[src/rtl/dmem_arb_pkg.sv]
// Shared types and helpers for the data-memory arbiter: FSM states, access sizes,
// byte-enable patterns, and the size/alignment decode used at grant time.
package dmem_arb_pkg;

  typedef enum logic [1:0] {
    IDLE   = 2'd0,
    ACCESS = 2'd1,
    RESP   = 2'd2
  } state_e;

  typedef enum logic [1:0] {
    SZ_B = 2'b00,
    SZ_H = 2'b01,
    SZ_W = 2'b10
  } size_e;

  localparam logic [3:0] BE_B = 4'b0001;
  localparam logic [3:0] BE_H = 4'b0011;
  localparam logic [3:0] BE_W = 4'b1111;

  // Byte enables address the low lanes; the memory itself shifts by address.
  function automatic logic [3:0] size_to_be(input logic [1:0] size);
    case (size)
      SZ_B:    return BE_B;
      SZ_H:    return BE_H;
      SZ_W:    return BE_W;
      default: return 4'b0000;
    endcase
  endfunction

  // The reserved size encoding is treated as an error alongside misalignment.
  function automatic logic misaligned(input logic [1:0] size, input logic [1:0] addr_lo);
    case (size)
      SZ_B:    return 1'b0;
      SZ_H:    return addr_lo[0];
      SZ_W:    return addr_lo != 2'b00;
      default: return 1'b1;
    endcase
  endfunction

endpackage

[src/rtl/dmem_arb_prio.sv]
// Winner select for the two data-memory requesters: port 0 wins by default, port 1 wins
// once it has lost STARVE_MAX consecutive arbitrations. Grants are combinational with decide.
module dmem_arb_prio
  import dmem_arb_pkg::*;
#(
  parameter int STARVE_MAX = 4
) (
  input  logic clk,
  input  logic rst_n,
  input  logic p0_req,
  input  logic p1_req,
  input  logic decide,
  output logic gnt0,
  output logic gnt1
);

  localparam logic [3:0] STARVE_LIM = 4'(STARVE_MAX);

  logic [3:0] starve_q, starve_d;
  logic       p1_first;

  assign p1_first = (starve_q == STARVE_LIM);

  always_comb begin
    gnt0 = 1'b0;
    gnt1 = 1'b0;
    if (decide) begin
      if (p1_req && (!p0_req || p1_first)) begin
        gnt1 = 1'b1;
      end else if (p0_req) begin
        gnt0 = 1'b1;
      end
    end
  end

  // Only an arbitration that port 1 actually lost counts toward starvation.
  always_comb begin
    starve_d = starve_q;
    if (gnt1) begin
      starve_d = 4'd0;
    end else if (decide && p1_req && !p1_first) begin
      starve_d = starve_q + 4'd1;
    end
  end

  always_ff @(posedge clk or negedge rst_n) begin
    if (!rst_n) begin
      starve_q <= 4'd0;
    end else begin
      starve_q <= starve_d;
    end
  end

endmodule

[src/rtl/dmem_arbiter.sv]
// Shares one data-memory port between the core LSU (port 0) and a debug/DMA loader (port 1);
// one access per three cycles. Define DMEM_ARB_GNT_CNT_EN to build per-port grant counters.
module dmem_arbiter
  import dmem_arb_pkg::*;
#(
  parameter int ADDR_W     = 32,
  parameter int DATA_W     = 32,
  parameter int STARVE_MAX = 4
) (
  input  logic              clk,
  input  logic              rst_n,
  input  logic              p0_req,
  input  logic              p0_we,
  input  logic [1:0]        p0_size,
  input  logic              p0_us,
  input  logic [ADDR_W-1:0] p0_addr,
  input  logic [DATA_W-1:0] p0_wdata,
  output logic              p0_gnt,
  output logic              p0_rvalid,
  output logic              p0_err,
  output logic [DATA_W-1:0] p0_rdata,
  input  logic              p1_req,
  input  logic              p1_we,
  input  logic [1:0]        p1_size,
  input  logic              p1_us,
  input  logic [ADDR_W-1:0] p1_addr,
  input  logic [DATA_W-1:0] p1_wdata,
  output logic              p1_gnt,
  output logic              p1_rvalid,
  output logic              p1_err,
  output logic [DATA_W-1:0] p1_rdata,
  output logic              mem_read,
  output logic              mem_write,
  output logic              mem_us,
  output logic [3:0]        mem_byte_en,
  output logic [ADDR_W-1:0] mem_addr,
  output logic [DATA_W-1:0] mem_wdata,
  input  logic [DATA_W-1:0] mem_rdata,
  output logic [15:0]       p0_gnt_cnt,
  output logic [15:0]       p1_gnt_cnt
);

  state_e state_q, state_d;

  logic gnt0, gnt1, take, decide;

  logic              sel_we, sel_us;
  logic [1:0]        sel_size;
  logic [ADDR_W-1:0] sel_addr;
  logic [DATA_W-1:0] sel_wdata;

  logic              cmd_we_q, cmd_us_q, cmd_err_q, owner_q;
  logic [1:0]        cmd_size_q;
  logic [ADDR_W-1:0] cmd_addr_q;
  logic [DATA_W-1:0] cmd_wdata_q;
  logic [DATA_W-1:0] rdata_q, rdata_d;

  // rst_n gates decide so no grant can escape while reset is held.
  assign decide = (state_q == IDLE) && rst_n;

  dmem_arb_prio #(
    .STARVE_MAX(STARVE_MAX)
  ) u_prio (
    .clk    (clk),
    .rst_n  (rst_n),
    .p0_req (p0_req),
    .p1_req (p1_req),
    .decide (decide),
    .gnt0   (gnt0),
    .gnt1   (gnt1)
  );

  assign take   = gnt0 || gnt1;
  assign p0_gnt = gnt0;
  assign p1_gnt = gnt1;

  assign sel_we    = gnt1 ? p1_we    : p0_we;
  assign sel_us    = gnt1 ? p1_us    : p0_us;
  assign sel_size  = gnt1 ? p1_size  : p0_size;
  assign sel_addr  = gnt1 ? p1_addr  : p0_addr;
  assign sel_wdata = gnt1 ? p1_wdata : p0_wdata;

  always_ff @(posedge clk or negedge rst_n) begin
    if (!rst_n) begin
      state_q <= IDLE;
    end else begin
      state_q <= state_d;
    end
  end

  always_comb begin
    state_d = state_q;
    case (state_q)
      IDLE:    if (take) state_d = ACCESS;
      ACCESS:  state_d = RESP;
      RESP:    state_d = IDLE;
      default: state_d = IDLE;
    endcase
  end

  // Stores and rejected accesses complete with zero data.
  assign rdata_d = (cmd_we_q || cmd_err_q) ? '0 : mem_rdata;

  always_ff @(posedge clk or negedge rst_n) begin
    if (!rst_n) begin
      cmd_we_q    <= 1'b0;
      cmd_us_q    <= 1'b0;
      cmd_err_q   <= 1'b0;
      owner_q     <= 1'b0;
      cmd_size_q  <= 2'b00;
      cmd_addr_q  <= '0;
      cmd_wdata_q <= '0;
      rdata_q     <= '0;
    end else begin
      if (take) begin
        cmd_we_q    <= sel_we;
        cmd_us_q    <= sel_us;
        cmd_err_q   <= misaligned(sel_size, sel_addr[1:0]);
        owner_q     <= gnt1;
        cmd_size_q  <= sel_size;
        cmd_addr_q  <= sel_addr;
        cmd_wdata_q <= sel_wdata;
      end
      if (state_q == ACCESS) begin
        rdata_q <= rdata_d;
      end
    end
  end

  // The memory bus is only driven during a legal ACCESS; everything else parks at zero.
  always_comb begin
    mem_read    = 1'b0;
    mem_write   = 1'b0;
    mem_us      = 1'b0;
    mem_byte_en = 4'b0000;
    mem_addr    = '0;
    mem_wdata   = '0;
    p0_rvalid   = 1'b0;
    p0_err      = 1'b0;
    p0_rdata    = '0;
    p1_rvalid   = 1'b0;
    p1_err      = 1'b0;
    p1_rdata    = '0;
    case (state_q)
      ACCESS: begin
        if (!cmd_err_q) begin
          mem_read    = !cmd_we_q;
          mem_write   = cmd_we_q;
          mem_us      = cmd_us_q;
          mem_byte_en = size_to_be(cmd_size_q);
          mem_addr    = cmd_addr_q;
          mem_wdata   = cmd_we_q ? cmd_wdata_q : '0;
        end
      end
      RESP: begin
        if (owner_q) begin
          p1_rvalid = 1'b1;
          p1_err    = cmd_err_q;
          p1_rdata  = rdata_q;
        end else begin
          p0_rvalid = 1'b1;
          p0_err    = cmd_err_q;
          p0_rdata  = rdata_q;
        end
      end
      default: ;
    endcase
  end

`ifdef DMEM_ARB_GNT_CNT_EN
  logic [15:0] cnt0_q, cnt1_q;

  always_ff @(posedge clk or negedge rst_n) begin
    if (!rst_n) begin
      cnt0_q <= 16'd0;
      cnt1_q <= 16'd0;
    end else begin
      if (gnt0 && cnt0_q != 16'hFFFF) cnt0_q <= cnt0_q + 16'd1;
      if (gnt1 && cnt1_q != 16'hFFFF) cnt1_q <= cnt1_q + 16'd1;
    end
  end

  assign p0_gnt_cnt = cnt0_q;
  assign p1_gnt_cnt = cnt1_q;
`else
  assign p0_gnt_cnt = 16'd0;
  assign p1_gnt_cnt = 16'd0;
`endif

endmodule
[config.mk]
export PLATFORM = sky130hd
export DESIGN_NAME = dmem_arbiter
export DESIGN_NICKNAME = d
export VERILOG_FILES = /design/src/rtl/dmem_arb_pkg.sv /design/src/rtl/dmem_arb_prio.sv /design/src/rtl/dmem_arbiter.sv
export SDC_FILE = /design/constraint.sdc
export NUM_CORES = 1
export LEC_CHECK = 0
export ABC_CLOCK_PERIOD_IN_PS = 5250
export CAP_MARGIN = 20
export CORE_AREA = 3 3 134 136
export DETAILED_ROUTE_END_ITERATION = 8
export DIE_AREA = 0 0 137 139
export PLACE_DENSITY_LB_ADDON = 0.1
export SYNTH_ARGS = -nofsm -noshare
export SYNTH_HDL_FRONTEND = slang
export SYNTH_HIERARCHICAL = 1
export SYNTH_SLANG_ARGS = --single-unit
[constraint.sdc]
create_clock -name clk -period 5.25 [get_ports clk]
set_input_delay 1.05 -clock clk [delete_from_list [all_inputs] [get_ports clk]]
set_output_delay 1.05 -clock clk [all_outputs]
set_load 0.02 [all_outputs]
======== Word level (Yosys, flattened, before mapping) ========
Index checks and enable logic that the tools add are counted.
word-level totals
  output and inout bits ................... 173
  bits in registers ....................... 108
cells by class
  reduce and logical (&&, ||, !) cells .... 15
  equality and inequality tests ........... 8
  $add $sub $neg .......................... 1
  muxes and demuxes ....................... 42
operator list
  kind                   number
  $mux W32               12
  $mux W1                21
  $mux W4                4
  $pmux W4 S3            1
  $eq A2 B1 Y1 const B   3
  $eq A2 B2 Y1 const B   3
  $logic_not A2 Y1       3
  $add A4 B1 Y4 const B  1
  $eq A4 B3 Y1 const B   1
  $logic_and A1 B1 Y1    4
  $mux W2                2
  $pmux W2 S2            1
  $reduce_bool A2 Y1     2
  $logic_not A1 Y1       3
  $logic_or A1 B1 Y1     3
  $pmux W1 S3            1
  $ne A2 B2 Y1 const B   1

======== Logic depth before layout (Yosys ltp) ========
Gate-level depths: netlist (run 1).
  word-level depth ........................ 8
  mapped depth ............................ 9
  gate-level depth less buffers ........... 7

======== By module ========
Netlist (run 1), hierarchy kept.
modules (own cells, without submodules)
  module         times used  area an instance (um^2)  seq. area each (um^2)  cells an instance
  dmem_arbiter   1           5637.9                   2602.5                 575
  dmem_arb_prio  1           262.8                    100.1                  30

======== Worst setup path before layout (run 1) ========
OpenSTA, ideal clock, no wires.
  path type ............................... input port to flip-flop
  from .................................... input rst_n
  to ...................................... register cmd_err_q
  path buffers ............................ 1
  stages .................................. 7
  path slack .............................. 2.179 ns
  required time ........................... 5.124 ns
  data arrival time ....................... 2.944 ns
  path through ............................ nor3b_1 nand2_1 a21oi_1 buf_4 mux2i_1 o221ai_1 a221o_1
between the ends
  cells in the longest elaborated chain, start to end .. 5
  elaborated cells between the ends (all ways) .. 11
  classes of those cells .................. eq/ne (2); mux (5); reduce/logical (4)
RTL lines
  element                                     line                                    RTL
  start: declaration                          dmem_arbiter.sv:11                      input logic rst_n,
  $logic_and A1 B1 Y1 *                       dmem_arbiter.sv:59                      assign decide = (state_q == IDLE) && rst_n;
  $mux W1 *                                   dmem_arb_prio.sv:27                     if (decide) begin
  via p1_gnt                                  dmem_arbiter.sv:28                      output logic p1_gnt,
  $mux W2 / $mux W32 (equally long branches)  dmem_arbiter.sv:79, dmem_arbiter.sv:80
  $eq A2 B2 Y1 (tied with other cells)        dmem_arb_pkg.sv:33                      case (size)
  $pmux W1 S3                                 dmem_arb_pkg.sv:33
  end signal: assignment                      dmem_arbiter.sv:118                     cmd_err_q <= misaligned(sel_size, sel_addr[1:0]);
  end: declaration                            dmem_arbiter.sv:52                      logic cmd_we_q, cmd_us_q, cmd_err_q, owner_q;
The timed path passes the listed nets; every way through them passes the cells marked *.
A chain may end at the register's enable or synchronous reset.

======== Final worst setup path (run 1) ========
  from .................................... input rst_n
  to ...................................... register cmd_err_q
between the ends
  cells in the longest elaborated chain, start to end .. 5
  elaborated cells between the ends (all ways) .. 11
  classes of those cells .................. eq/ne (2); mux (5); reduce/logical (4)
RTL lines
  element                                     line                                    RTL
  $logic_and A1 B1 Y1 *                       dmem_arbiter.sv:59
  via decide                                  dmem_arbiter.sv:45                      logic gnt0, gnt1, take, decide;
  $mux W1                                     dmem_arb_prio.sv:27
  $mux W2 / $mux W32 (equally long branches)  dmem_arbiter.sv:79, dmem_arbiter.sv:80
  $eq A2 B2 Y1 (tied with other cells)        dmem_arb_pkg.sv:33
  $pmux W1 S3                                 dmem_arb_pkg.sv:33
Marked as above.

==> results.py, run 1 <==
metrics = {
    "status": {
        "status": "finished, final reports clean",
    },
    "layout": {
        "areaGrowthSynthToFinish_pct": 59.7,
        "final_net_count": 1067,
        "insertedDiodeCount": 0,
        "fill_cells": 1521,
        "layout_cells_sized_above_1_pct": 3.91,
        "stdcell_area_um2": 9430,
    },
    "timing": {
        "final_cycle_utilization_of_the_critical_path_pct": 74.9,
        "fin_worst_skew_ps": 8.77,
        "final-setup-viol-count": 0,
        "setup-tns-final_ps": 0,
        "max_clock_freq_ghz": 0.254,
        "slew_viols_final": 0,
        "worst_slew_margin_rel_pct": 32.8,
        "transition_time_of_the_tightest_slew_check_pin_ps": 1010,
        "final_hold_viol_count": 0,
        "grt_setup_unrepaired": "no",
        "finalWorstPathRequiredPeriod_ps": 3930,
    },
    "route": {
        "wl_um": 19200,
        "drt-pass1-iter-count": 5,
        "initialDrtViolationCount": 222,
        "detail_route.vias_per_cell": 4.77,
        "remaining_drc_errors": 0,
        "vias": 5347,
        "route.detailed.wl_per_inst_um": 17.2,
        "drtAntennaViolNets": 0,
    },
    "hold_path": {
        "hold_path.class": "reg2reg",
    },
    "global_routing": {
        "grt_overflow_total": 0,
        "grt_pass1_wl_um": 29900,
        "grt_antenna_before_repair": 0,
        "largest_net_degree_at_the_start_of_global_routing": 86,
        "grtUsageTotal_pct": 19.9,
        "number_of_global_route_vias_before_repair": 5432,
    },
    "synthesis": {
        "netlist_top_cells_count": "dfrtp_1, and2_1, nand2_1, mux2i_1, o21ai_0",
        "synth_top_cell_by_area": "dfrtp_1",
        "ys_seq_elements": 108,
        "post-synth-top-area-fraction_pct": 45.8,
        "mapped_cell_area_um2": 5900,
        "netlist_instances": 605,
        "synth.yosys.seq_area_share_pct": 45.8,
        "synth_async_sr_flop_share_pct": 100,
        "number_of_warnings_issued_by_yosys": 6,
        "most_common_cell_in_the_synthesized_netlist": "dfrtp_1",
        "synthTopCellsByArea": "dfrtp_1, mux2i_1, and2_1",
        "yosys.cell_types.count": 41,
        "synth.avg_cell_area_um2": 9.75,
        "synth_edf_count": 0,
        "synth_top_flop_cell": "dfrtp_1",
    },
    "die": {
        "core_area_um2": 17100,
        "dieArea_um2": 19000,
        "ios": 345,
        "initial_utilization_pct": 34.6,
        "die_y_um": 139,
        "dieWidth_um": 137,
        "rows": 48,
    },
    "power": {
        "ir_drop_uv": 186,
        "power.leakage_nw": 3.92,
        "power.density_nw_per_um2": 389,
    },
    "clock_tree": {
        "cts_made_buffers": 9,
        "ctsResizeCount": 0,
        "clkLatencyLatePin_ps": 350,
        "cts.reportedPaths.clkPinSlew_ps": 70,
        "numClockSinks": 108,
        "tritoncts_clock_tree": "done",
        "setup_fix_bufs_post_cts": 0,
        "cts_max_path_buffers": 2,
        "cts_max_level": 3,
        "cts_root_buffer": "clkbuf_16",
        "post_cts_hold_buffer_count": 0,
    },
    "setup_path": {
        "timing.setup.critical_path_class": "in2reg",
        "startpoint_type": "primary input",
        "worstPathRequired_ps": 5490,
        "worstSetupEndpointType": "flop",
        "critical_path_arrival_ps": 4170,
        "crit_path_max_fanout": 85,
        "regToRegSetupSlack_ps": 1690,
    },
    "placement": {
        "placedInstanceArea_um2": 9060,
        "gp_congestion": 0.780,
        "hpwl_um": 14400,
        "numPortBuffers": 312,
    },
    "run": {
        "max-cap-violations": 0,
    },
}
==> state kept, by name (all words and copies together), names as in the netlist, 2 cells and up <==
register / cells
rdata_q: 32
cmd_wdata_q: 32
cmd_addr_q: 32
u_prio/starve_q: 4
cmd_size_q: 2
state_q: 2
==> cells by family (layout without fill, tap and decap cells) <==
group / count (synthesis) / in the layout / synth area share (%)
and+or+nand+nor: 230 / 230 / 21.6
AOI/OAI and AO/OA: 111 / 111 / 11.9
DFF: 108 / 108 / 45.8
buffers and inverters: 84 / 344 / 8.46
muxes: 67 / 67 / 11.4
adders and majority gates: 4 / 4 / 0.848
other: 1 / 32 / 0.0636
==> power by group <==
| part | switching (mW) | internal (mW) |
|---|---|---|
| Clock | 0.302 | 0.458 |
| Sequential | 0.265 | 1.22 |
| Combinational | 0.718 | 0.701 |
==> critical path, cell delays in order <==
cell	delay [ps]
buf_4	110
nor3b_1	520
nand2_1	330
a21oi_4	190
buf_4	400
buf_4	670
mux2i_1	370
o221ai_1	170
a221o_1	320
==> final timing paths <==
kind | from | to | cells past startpoint
min in group asynchronous | rst_n | cmd_wdata_q[9] | 2
worst min register to register | state_q[1] | state_q[0] | 1
worst min-delay path | state_q[1] | state_q[0] | 1
worst max-delay path | rst_n | cmd_err_q | 9
max in group asynchronous | rst_n | cmd_wdata_q[27] | 3
worst max register to register | state_q[0] | cmd_err_q | 8
==> layout make-up <==
| cell class | instances | area [um^2] | area share (%) |
|---|---|---|---|
| sequential | 108 | 2700 | 28.7 |
| multi-input combinational | 444 | 2840 | 30.1 |
| clock buffer | 13 | 270 | 2.87 |
| inverter | 5 | 18.8 | 0.199 |
| tap | 225 | 282 | 2.99 |
| clock inverter | 3 | 67.6 | 0.717 |
| timing repair buffer | 323 | 3240 | 34.4 |
==> stage by stage <==
stage | instances | util (%) | worst slack, ps | hold slack (ps) | power [mW]
detailed placement | 1104 | 53.1 | 852 | 504 | 2.94
global route | 1121 | 55.3 | 1030 | 535 | 3.93
floorplan | 636 | - | 2180 | 450 | 2.32
CTS | 1120 | 55.1 | 1240 | 513 | 3.71
finish | 1121 | 55.3 | 1320 | 517 | 3.67
global placement | 1103 | 53.0 | 1000 | 492 | 2.85
==> metal layers <==
layer  global-route usage [%]  wire [um]  up-vias
met2                     34.8       9850      222
met1                     23.2       7370     2528
li1                         -          -     2565
met3                     5.19       1560       32
met4                     7.30        454        0
met5                        0          0        -
==> placed cells by master, fill, tap and decap left out, types with 4 or more instances in the layout <==
| master | synthesis | routed |
|---|---|---|
| ha_1 | 4 | 4 |
| clkdlybuf4s50_1 | 0 | 311 |
| inv_1 | 5 | 5 |
| and3_1 | 32 | 32 |
| nor2_1 | 4 | 4 |
| dfrtp_1 | 108 | 108 |
| a22o_1 | 33 | 33 |
| mux2i_1 | 66 | 66 |
| clkbuf_16 | 0 | 9 |
| conb_1 | 1 | 32 |
| and2_1 | 102 | 102 |
| buf_4 | 37 | 10 |
| o21ai_0 | 66 | 66 |
| nand2_1 | 72 | 72 |
Note: power is estimated with default switching activity, not from simulation.
==> inputs of run 2 (changes only) <==
--- a/config.mk
+++ b/config.mk
@@ -5,11 +5,11 @@
 export SDC_FILE = /design/constraint.sdc
 export NUM_CORES = 1
 export LEC_CHECK = 0
-export ABC_CLOCK_PERIOD_IN_PS = 5250
+export ABC_CLOCK_PERIOD_IN_PS = 3800
 export CAP_MARGIN = 20
-export CORE_AREA = 3 3 134 136
+export CORE_AREA = 3 3 131 133
 export DETAILED_ROUTE_END_ITERATION = 8
-export DIE_AREA = 0 0 137 139
+export DIE_AREA = 0 0 134 136
 export PLACE_DENSITY_LB_ADDON = 0.1
 export SYNTH_ARGS = -nofsm -noshare
 export SYNTH_HDL_FRONTEND = slang
==> constraint.sdc (replaced) <==
create_clock -name clk -period 3.8 [get_ports clk]
set_input_delay 0.76 -clock clk [delete_from_list [all_inputs] [get_ports clk]]
set_output_delay 0.76 -clock clk [all_outputs]
set_load 0.02 [all_outputs]
==> results.py, run 2 (same netlist as run 1, synthesis figures left out) <==
metrics = {
    "clock_tree": {
        "cts.reportedPaths.clkPinSlew_ps": 70,
        "cts_root_buffer": "clkbuf_16",
        "tritoncts_clock_tree": "done",
        "ctsResizeCount": 0,
        "numClockSinks": 108,
        "clkLatencyLatePin_ps": 340,
        "cts_max_path_buffers": 2,
        "setup_fix_bufs_post_cts": 0,
        "post_cts_hold_buffer_count": 0,
        "cts_made_buffers": 9,
        "cts_max_level": 3,
    },
    "placement": {
        "placedInstanceArea_um2": 9050,
        "gp_congestion": 0.797,
        "hpwl_um": 14500,
        "numPortBuffers": 312,
    },
    "layout": {
        "layout_cells_sized_above_1_pct": 4.12,
        "layout.cells.most_common": "clkdlybuf4s50_1",
        "final_core_utilization_pct": 59.0,
        "insertedDiodeCount": 0,
        "biggestRegsByFlops": "cmd_addr_q (32), cmd_wdata_q (32), rdata_q (32)",
        "layout.cells.most_common_list": "clkdlybuf4s50_1, dfrtp_1, and2_1",
        "final_net_count": 1068,
        "areaGrowthSynthToFinish_pct": 59.5,
        "fill_cells": 1375,
        "stdcell_area_um2": 9410,
        "seq_area_um2": 2700,
        "multi_input_area_um2": 2840,
    },
    "setup_path": {
        "crit_path_max_fanout": 7,
        "critical_path_arrival_ps": 2440,
        "regToRegSetupSlack_ps": 880,
        "timing.setup.critical_path_class": "in2out",
        "worstPathRequired_ps": 3040,
        "r2r_end": "cmd_addr_q[29]",
        "worst_r2r_startpoint": "state_q[0]",
        "startpoint_type": "primary input",
        "ff2ff_path_depth": 6,
        "worstSetupEndpointType": "primary output",
    },
    "die": {
        "ios": 345,
        "initial_utilization_pct": 37.0,
        "dieArea_um2": 18200,
        "dieWidth_um": 134,
        "rows": 46,
        "die_y_um": 136,
        "core_area_um2": 15900,
    },
    "route": {
        "initialDrtViolationCount": 240,
        "detail_route.vias_per_cell": 4.77,
        "drtAntennaViolNets": 0,
        "wl_um": 19600,
        "route.detailed.wl_per_inst_um": 17.6,
        "drt-pass1-iter-count": 4,
        "remaining_drc_errors": 0,
        "vias": 5304,
    },
    "power": {
        "p_seq_share_pct": 40.6,
        "reported_net_switching_power_mw": 1.77,
        "totalPowerFinal_mw": 5.06,
        "sw_frac_of_total_pct": 35.0,
        "cell_internal_pwr_mw": 3.29,
        "power.density_nw_per_um2": 538,
        "power.leakage_nw": 3.93,
        "ir_drop_uv": 384,
        "clkPwrFrac_pct": 20.8,
        "comb_power_share_pct": 38.6,
    },
    "hold_path": {
        "hold_depth": 1,
        "hold_path.class": "reg2reg",
        "holdCritStartpoint": "state_q[1]",
        "worstHoldEndpoint": "state_q[0]",
    },
    "timing": {
        "finalWorstPathRequiredPeriod_ps": 3200,
        "transition_time_of_the_tightest_slew_check_pin_ps": 803,
        "fin_worst_hold_slack_ps": 501,
        "final_hold_viol_count": 0,
        "fin_worst_skew_ps": 5.53,
        "grt_setup_unrepaired": "no",
        "final-setup-viol-count": 0,
        "max_clock_freq_ghz": 0.313,
        "setup-tns-final_ps": 0,
        "final_cycle_utilization_of_the_critical_path_pct": 84.1,
        "worst_slew_margin_rel_pct": 46.5,
        "slew_viols_final": 0,
    },
    "run": {
        "max-cap-violations": 0,
    },
    "global_routing": {
        "grt_overflow_total": 0,
        "largest_net_degree_at_the_start_of_global_routing": 98,
        "grtUsageTotal_pct": 20.5,
        "grt_pass1_wl_um": 29600,
        "grt_antenna_before_repair": 0,
        "number_of_global_route_vias_before_repair": 5333,
    },
    "status": {
        "status": "finished, final reports clean",
    },
}
## run 2: cell types whose count changed in the layout (fill, tap and decap cells not counted)
cell	change
clkbuf_1	-1
buf_12	+1
buf_16	-1
clkinv_2	+2
clkinvlp_4	-1
buf_4	+1
## run 2: layout make-up
class	instances	share of cell area, %
Inverter	5	0.199
Clock buffer	12	2.83
Timing Repair Buffer	324	34.5
Sequential cell	108	28.7
Tap cell	216	2.87
Clock inverter	4	0.744
Multi-Input combinational cell	444	30.2
## run 2: power by group through the flow
stage	logic, mW	registers, mW	clock network [mW]
6_report	1.95	2.06	1.05
5_1_grt	2.15	2.14	1.12
4_1_cts	1.92	2.09	1.09
3_5_place_dp	1.92	2.10	0
3_3_place_gp	1.87	2.07	0
2_1_floorplan	1.28	1.93	0
## run 2: through the flow
stage	std cells	worst slack (ps)
floorplan	636	1020
global placement	1096	522
detailed placement	1096	468
CTS	1112	531
global route	1113	505
finish	1113	603
## run 2: how the worst max path moves through the flow
stage	from	end	slack [ps]
2_1_floorplan	rst_n	cmd_err_q	1020
3_5_place_dp	rst_n	cmd_wdata_q[22]	470
4_1_cts	cmd_we_q	mem_wdata[20]	530
6_report	p0_req	p0_gnt	600
5_1_grt	rst_n	p1_gnt	510
3_3_place_gp	rst_n	cmd_wdata_q[28]	520
## run 2: routing by layer
layer  vias up  track usage (%)  share of wire [%]  routed length (um)
met3        27             5.00                7.0                1380
met4         0             7.09                2.4                 473
li1       2558                -                  -                   -
met5         -                0                  0                   0
met1      2500             24.2                 40                7760
met2       219             36.6                 51               10000
## run 2: worst max-delay path, stage by stage
cell and delay (ps):
clkdlybuf4s50_1 640, nand2_1 160, a31oi_4 230, clkdlybuf4s50_1 640
